File: config.mk
export PLATFORM = sky130hd
export DESIGN_NAME = ball_flight
export DESIGN_NICKNAME = d
export VERILOG_FILES = /design/src/rtl/ball_pkg.sv /design/src/rtl/ball_bounce_latch.sv /design/src/rtl/ball_flight.sv
export SDC_FILE = /design/constraint.sdc
export NUM_CORES = 1
export LEC_CHECK = 0
export ABC_AREA = 1
export CAP_MARGIN = 20
export CORE_MARGIN = 3
export CORE_UTILIZATION = 39
export DETAILED_ROUTE_END_ITERATION = 16
export SLEW_MARGIN = 40
export SYNTH_ARGS = -nofsm -noshare
export SYNTH_HDL_FRONTEND = slang
export SYNTH_SLANG_ARGS = --single-unit
export TNS_END_PERCENT = 20
File: constraint.sdc
create_clock -name clk -period 6.7 [get_ports clk]
set_input_delay 1.34 -clock clk [delete_from_list [all_inputs] [get_ports clk]]
set_output_delay 1.34 -clock clk [all_outputs]
set_load 0.05 [all_outputs]
File: src/rtl/ball_pkg.sv
// Shared types and constants for the ball flight block.
// Positions and speeds are signed fixed point, 1 px = 64.
package ball_pkg;

  typedef enum logic [1:0] {
    s_idle   = 2'd0,
    s_flight = 2'd1,
    s_lost   = 2'd2
  } state_e;

  typedef logic signed [16:0] fx_t;

  localparam int FIXED_SHIFT   = 6;
  localparam int INIT_X        = 40;
  localparam int INIT_Y        = 400;
  localparam int BASE_X_SPEED  = 128;
  localparam int BASE_Y_SPEED  = 192;
  localparam int SPEED_STEP    = 64;
  localparam int MAX_LAUNCH    = 4;
  localparam int GRAVITY       = 4;
  localparam int MAX_Y_SPEED   = 512;
  localparam int SCREEN_BOTTOM = 479;

  function automatic fx_t fx_abs(fx_t v);
    return (v < 0) ? -v : v;
  endfunction

endpackage

File: src/rtl/ball_bounce_latch.sv
// Sticky hit flags collected across a frame.
// Cleared on the physics tick or whenever not in flight.
module ball_bounce_latch
  import ball_pkg::*;
(
  input  logic clk,
  input  logic reset,
  input  logic en,
  input  logic tick,
  input  logic hit_left,
  input  logic hit_right,
  input  logic hit_top,
  output logic eff_left,
  output logic eff_right,
  output logic eff_top
);

  logic [2:0] pend_q;
  logic [2:0] pend_d;
  logic [2:0] hits;
  logic [2:0] eff;

  // Merge live pulses with pending flags; clear on tick or idle
  always_comb begin
    hits   = {hit_top, hit_right, hit_left} & {3{en}};
    eff    = pend_q | hits;
    pend_d = (tick || !en) ? 3'b000 : eff;
  end

  assign eff_left  = eff[0];
  assign eff_right = eff[1];
  assign eff_top   = eff[2];

  // Flag register with synchronous reset
  always_ff @(posedge clk) begin
    if (reset) pend_q <= 3'b000;
    else       pend_q <= pend_d;
  end

endmodule

File: src/rtl/ball_flight.sv
// Ball launch, per-frame motion, bounces, gravity and loss.
// Internal state is 17-bit fixed point with 6 fractional bits.
module ball_flight
  import ball_pkg::*;
(
  input  logic               clk,
  input  logic               reset,
  input  logic               startGame,
  input  logic [2:0]         startSpeed,
  input  logic               startOfFrame,
  input  logic               hit_left,
  input  logic               hit_right,
  input  logic               hit_top,
  output logic signed [10:0] topLeftX,
  output logic signed [10:0] topLeftY,
  output logic               ball_active,
  output logic               ball_lost
);

  localparam fx_t INIT_X_FX = fx_t'(INIT_X * 64);
  localparam fx_t INIT_Y_FX = fx_t'(INIT_Y * 64);
  localparam fx_t GRAV_FX   = fx_t'(GRAVITY);
  localparam fx_t MAX_YS_FX = fx_t'(MAX_Y_SPEED);
  localparam fx_t BOTTOM_PX = fx_t'(SCREEN_BOTTOM);

  state_e state_q, state_d;
  fx_t    xpos_q, xpos_d;
  fx_t    ypos_q, ypos_d;
  fx_t    xs_q, xs_d;
  fx_t    ys_q, ys_d;

  logic   in_flight;
  logic   tick;
  logic   eff_left, eff_right, eff_top;
  logic [2:0] s_clamp;
  fx_t    launch_x, launch_y;
  fx_t    xs_upd, ys_upd, ys_grav;
  fx_t    x_new, y_new;
  fx_t    y_px, x_sh, y_sh;
  logic   off_bottom;

  assign in_flight = (state_q == s_flight);
  assign tick      = in_flight && startOfFrame;

  ball_bounce_latch u_latch (
    .clk       (clk),
    .reset     (reset),
    .en        (in_flight),
    .tick      (tick),
    .hit_left  (hit_left),
    .hit_right (hit_right),
    .hit_top   (hit_top),
    .eff_left  (eff_left),
    .eff_right (eff_right),
    .eff_top   (eff_top)
  );

  // Launch speeds and the candidate per-frame physics step
  always_comb begin
    s_clamp  = (int'(startSpeed) > MAX_LAUNCH)
             ? 3'(MAX_LAUNCH) : startSpeed;
    launch_x = fx_t'(BASE_X_SPEED + SPEED_STEP * int'(s_clamp));
    launch_y = fx_t'(BASE_Y_SPEED + SPEED_STEP * int'(s_clamp));
    xs_upd   = xs_q;
    if (eff_right)     xs_upd = -fx_abs(xs_q);
    else if (eff_left) xs_upd = fx_abs(xs_q);
    ys_upd   = eff_top ? fx_abs(ys_q) : ys_q;
    x_new    = xpos_q + xs_upd;
    y_new    = ypos_q + ys_upd;
    ys_grav  = (ys_upd >= MAX_YS_FX - GRAV_FX)
             ? MAX_YS_FX : ys_upd + GRAV_FX;
    y_px     = y_new >>> FIXED_SHIFT;
    off_bottom = (y_px > BOTTOM_PX);
  end

  // Next-state logic
  always_comb begin
    state_d = state_q;
    unique case (state_q)
      s_idle:   if (startGame) state_d = s_flight;
      s_flight: if (tick && off_bottom) state_d = s_lost;
      s_lost:   state_d = s_idle;
      default:  state_d = s_idle;
    endcase
  end

  // Position and speed updates per state
  always_comb begin
    xpos_d = xpos_q;
    ypos_d = ypos_q;
    xs_d   = xs_q;
    ys_d   = ys_q;
    unique case (state_q)
      s_idle: begin
        xpos_d = INIT_X_FX;
        ypos_d = INIT_Y_FX;
        if (startGame) begin
          xs_d = launch_x;
          ys_d = -launch_y;
        end
      end
      s_flight: begin
        if (tick) begin
          xpos_d = x_new;
          ypos_d = y_new;
          xs_d   = xs_upd;
          ys_d   = ys_grav;
        end
      end
      default: begin
        xpos_d = INIT_X_FX;
        ypos_d = INIT_Y_FX;
        xs_d   = '0;
        ys_d   = '0;
      end
    endcase
  end

  // State and datapath registers
  always_ff @(posedge clk) begin
    if (reset) begin
      state_q <= s_idle;
      xpos_q  <= INIT_X_FX;
      ypos_q  <= INIT_Y_FX;
      xs_q    <= '0;
      ys_q    <= '0;
    end else begin
      state_q <= state_d;
      xpos_q  <= xpos_d;
      ypos_q  <= ypos_d;
      xs_q    <= xs_d;
      ys_q    <= ys_d;
    end
  end

  // Outputs decoded from state and position
  always_comb begin
    x_sh        = xpos_q >>> FIXED_SHIFT;
    y_sh        = ypos_q >>> FIXED_SHIFT;
    topLeftX    = x_sh[10:0];
    topLeftY    = y_sh[10:0];
    ball_active = (state_q == s_flight);
    ball_lost   = (state_q == s_lost);
  end

endmodule

==> impl_metrics.csv <==
group,metric,value,unit
final_layout,drive_above_1_share,0.05642,
global_route,grt_start_max_net_pins,45,
setup_path,crit_buf_inv,6,
setup_path,path_max_fanout,18,
clock_tree,cts_setup_buffers,0,
floorplanning,die_area,17630,µm²
sta,min_period,4.338,ns
final_layout,nFillCells,1691,
run,drv_cap,0,
floorplanning,die_h,132.8,µm
clock_tree,cts_num_sinks,73,
global_route,grt_pass1_wl,27.87,mm
setup_path,path_class,"in2reg",
setup_path,cp.required,6.94,ns
clock_tree,cts_root_buf,"clkbuf_16",
setup_path,cp_top_family,"simple AND/OR/NAND/NOR gates",
clock_tree,ctsHoldBuffers,0,
synth,synth_fp_nets,1070,
placement,placed_cell_area,6640,µm²
min_path,min_path_cells,2,
placement,pre_cts_ws,1.987,ns
power_and_ir_drop,vdd_drop_max,123.5,µV
min_path,hold_start,"xs_q[15]",
final_layout,nets,1072,
sta,tns,0,ns
clock_tree,path_clk_slew,0.06,ns
sta,clock_skew,0.006989,ns
clock_tree,cts_tree,"yes",
global_route,grt.total_usage,0.1934,
floorplanning,die_w,132.8,µm
min_path,hp-class,"reg2reg",
placement,port_buffers,33,
placement,place_congestion,0.8944,
floorplanning,design.core.area,15480,µm²
detailed_routing,ant_nets,0,
sta,setup_viol,0,
synth,syn-cell-area,6269,µm²
final_layout,antenna_cells,0,
placement,hpwl,12.96,mm
clock_tree,cts_inserted_buffers,9,
setup_path,crit_path_max_incr_delay,0.45,ns
detailed_routing,wl_per_cell,13.75,µm
power_and_ir_drop,p_per_area,254.1,nW/µm²
synth,synth_cell_types,49,
floorplanning,rows,45,
setup_path,start_kind,"input pin",
min_path,min_to,"xs_q[15]",
clock_tree,cts_resized,0,
sta,slew_headroom,0.5932,
floorplanning,ioPinCount,34,
setup_path,rrSetupSlack,2.80,ns
synth,yosysSeqAreaShare,0.2331,
detailed_routing,vias,6173,
clock_tree,cts_buffer_depth,2,
synth,synth_warnings,0,
sta,finalMaxSlewViolations,0,
sta,period_share,0.6475,
sta,fmax,0.2305,GHz
clock_tree,htree_levels,3,
detailed_routing,drc,0,
final_layout,area_delta_synth_final,10.40,%
setup_path,cpMaxStageDelayCell,"clkdlybuf4s50_1",
detailed_routing,routed_wl,17.04,mm
sta,max_slew.worst_pin.slew,0.6095,ns
synth,netlist_instances,1022,
setup_path,crit_path_end_kind,"flop",
detailed_routing,drt_iter0_drc,418,
setup_path,r2r_start,"xs_q[0]",
sta,hold_viol_final,0,
setup_path,arrival,4.58,ns
floorplanning,initial_core_util,0.4048,
global_route,grt_pass1_vias,5512,
synth,synth-main-ff-cell,"dfxtp_1",
setup_path,rr_worst_depth,19,
final_layout,final_cell_area,6920,µm²
sta,finalWorstSetupSlack,2.362,ns
clock_tree,clock_latency,0.34,ns
synth,synth_enable_flop_cells,0,
global_route,antenna_found_initial,0,
power_and_ir_drop,total_power,1759,µW
setup_path,cp_common_cell,"nand2_1",
global_route,grt.overflow.total,0,
setup_path,r2r_end,"xpos_q[14]",
sta,rsz0062_at_grt,"false",
power_and_ir_drop,p_leak,0.003330,µW
synth,avgSynthCellArea,6.134,µm²
synth,async_flop_share,0,
detailed_routing,vias_per_cell,4.982,
synth,ys_ff_latch,73,
setup_path,cp_num_cells,25,
run_status,run_status,"completed",
detailed_routing,first_pass_iters,5,
## layout by cell type, fill, tap and decap left out, types with 5 or more instances in the layout
cell             synthesis  routed
clkbuf_16                0       9
nand3_1                 67      67
o211ai_1                 7       7
buf_4                   22       7
xor2_1                  27      27
a21oi_1                 84      84
nor3_1                   5       5
dfxtp_1                 73      73
nor2_1                 132     131
o21ai_0                 75      74
ha_1                    36      36
nand2_2                  6       6
clkdlybuf4s50_1          0      32
nand4_1                 18      18
o221ai_1                 5       5
inv_1                  127     127
nor2_2                   9       9
nand2_1                248     248
xnor2_1                  6       6
## sequential cells by signal, indices dropped and copies added (netlist names)
name / flops
xs_q: 17
ypos_q: 17
ys_q: 17
xpos_q: 17
state_q: 2
u_latch.pend_q: 3
## cells in the mapped netlist, drive strengths merged (7+ instances only)
cell	n	area [µm²]
nand2	256	990.9
a21oi	84	420.4
nand4	18	112.6
o21ai	79	406.6
ha	36	450.4
clkbuf	20	75.07
buf	29	211.5
o211ai	7	52.55
dfxtp	73	1461
inv	132	500.5
nand3	67	335.3
nor2	141	551.8
xor2	31	301.5
## per-layer routing
metal  share of wire  vias to the layer above  global-route usage
met5               0                        -                   0
met4           0.021                        0             0.06120
met3           0.041                       19             0.03954
met2            0.46                      105              0.3188
met1            0.47                     2743              0.2537
li1                -                     3306                   -
## layout make-up
class / instances / area (µm²) / share of cell area
Timing Repair Buffer: 40 / 377.9 / 0.05460
Multi-Input combinational cell: 767 / 4028 / 0.5820
Clock inverter: 6 / 60.06 / 0.008678
Clock buffer: 9 / 225.2 / 0.03254
Tap cell: 211 / 264.0 / 0.03815
Sequential cell: 73 / 1461 / 0.2112
Inverter: 133 / 504.2 / 0.07286
## worst max-delay path by stage
stage,startpoint,end,slack (ns)
2_1_floorplan,hit_right,xpos_q[12],2.67
3_3_place_gp,hit_left,xpos_q[12],1.99
3_5_place_dp,hit_right,xpos_q[12],1.99
4_1_cts,hit_left,xpos_q[12],2.33
5_1_grt,hit_left,xpos_q[12],1.95
6_report,hit_right,xpos_q[13],2.36
## through the flow
step,instances,hold slack (ns),util
after floorplan,1022,0.4581,-
after global placement,1224,0.4744,0.4288
after detailed placement,1224,0.4818,0.4288
after CTS,1239,0.4908,0.4473
after global routing,1239,0.5167,0.4469
final,1239,0.4931,0.4469
## power by group
group	leakage [µW]	switching, µW	internal [µW]
clock	0.000137	195	284
combinational	0.00260	522	245
sequential	0.000595	39.4	473
## worst register-to-register path, cell delays in order (launching register included)
cell	delay [ns]
dfxtp_1	0.37
inv_1	0.13
ha_1	0.31
nand2_1	0.06
o21ai_0	0.14
nor2_1	0.14
nand2_1	0.10
nor2_1	0.14
nand3_1	0.17
nor2_1	0.18
nand2_1	0.10
xor2_1	0.14
a21oi_1	0.41
ha_1	0.39
a21oi_1	0.26
o21ai_0	0.13
a221o_1	0.29
xor2_1	0.14
o21ai_0	0.15
inv_1	0.05
## cell families (layout without fill, tap and decap cells)
logic type / after synthesis / in the layout / synth area share
AOI/OAI and AO/OA: 198 / 198 / 0.1756
xor gates and xnor gates: 37 / 37 / 0.05649
buffers and inverters: 182 / 188 / 0.1261
and+or+nand+nor: 494 / 494 / 0.3303
DFF: 73 / 73 / 0.2331
adders and majority gates: 38 / 38 / 0.07824
(Power assumes the default switching activity.)
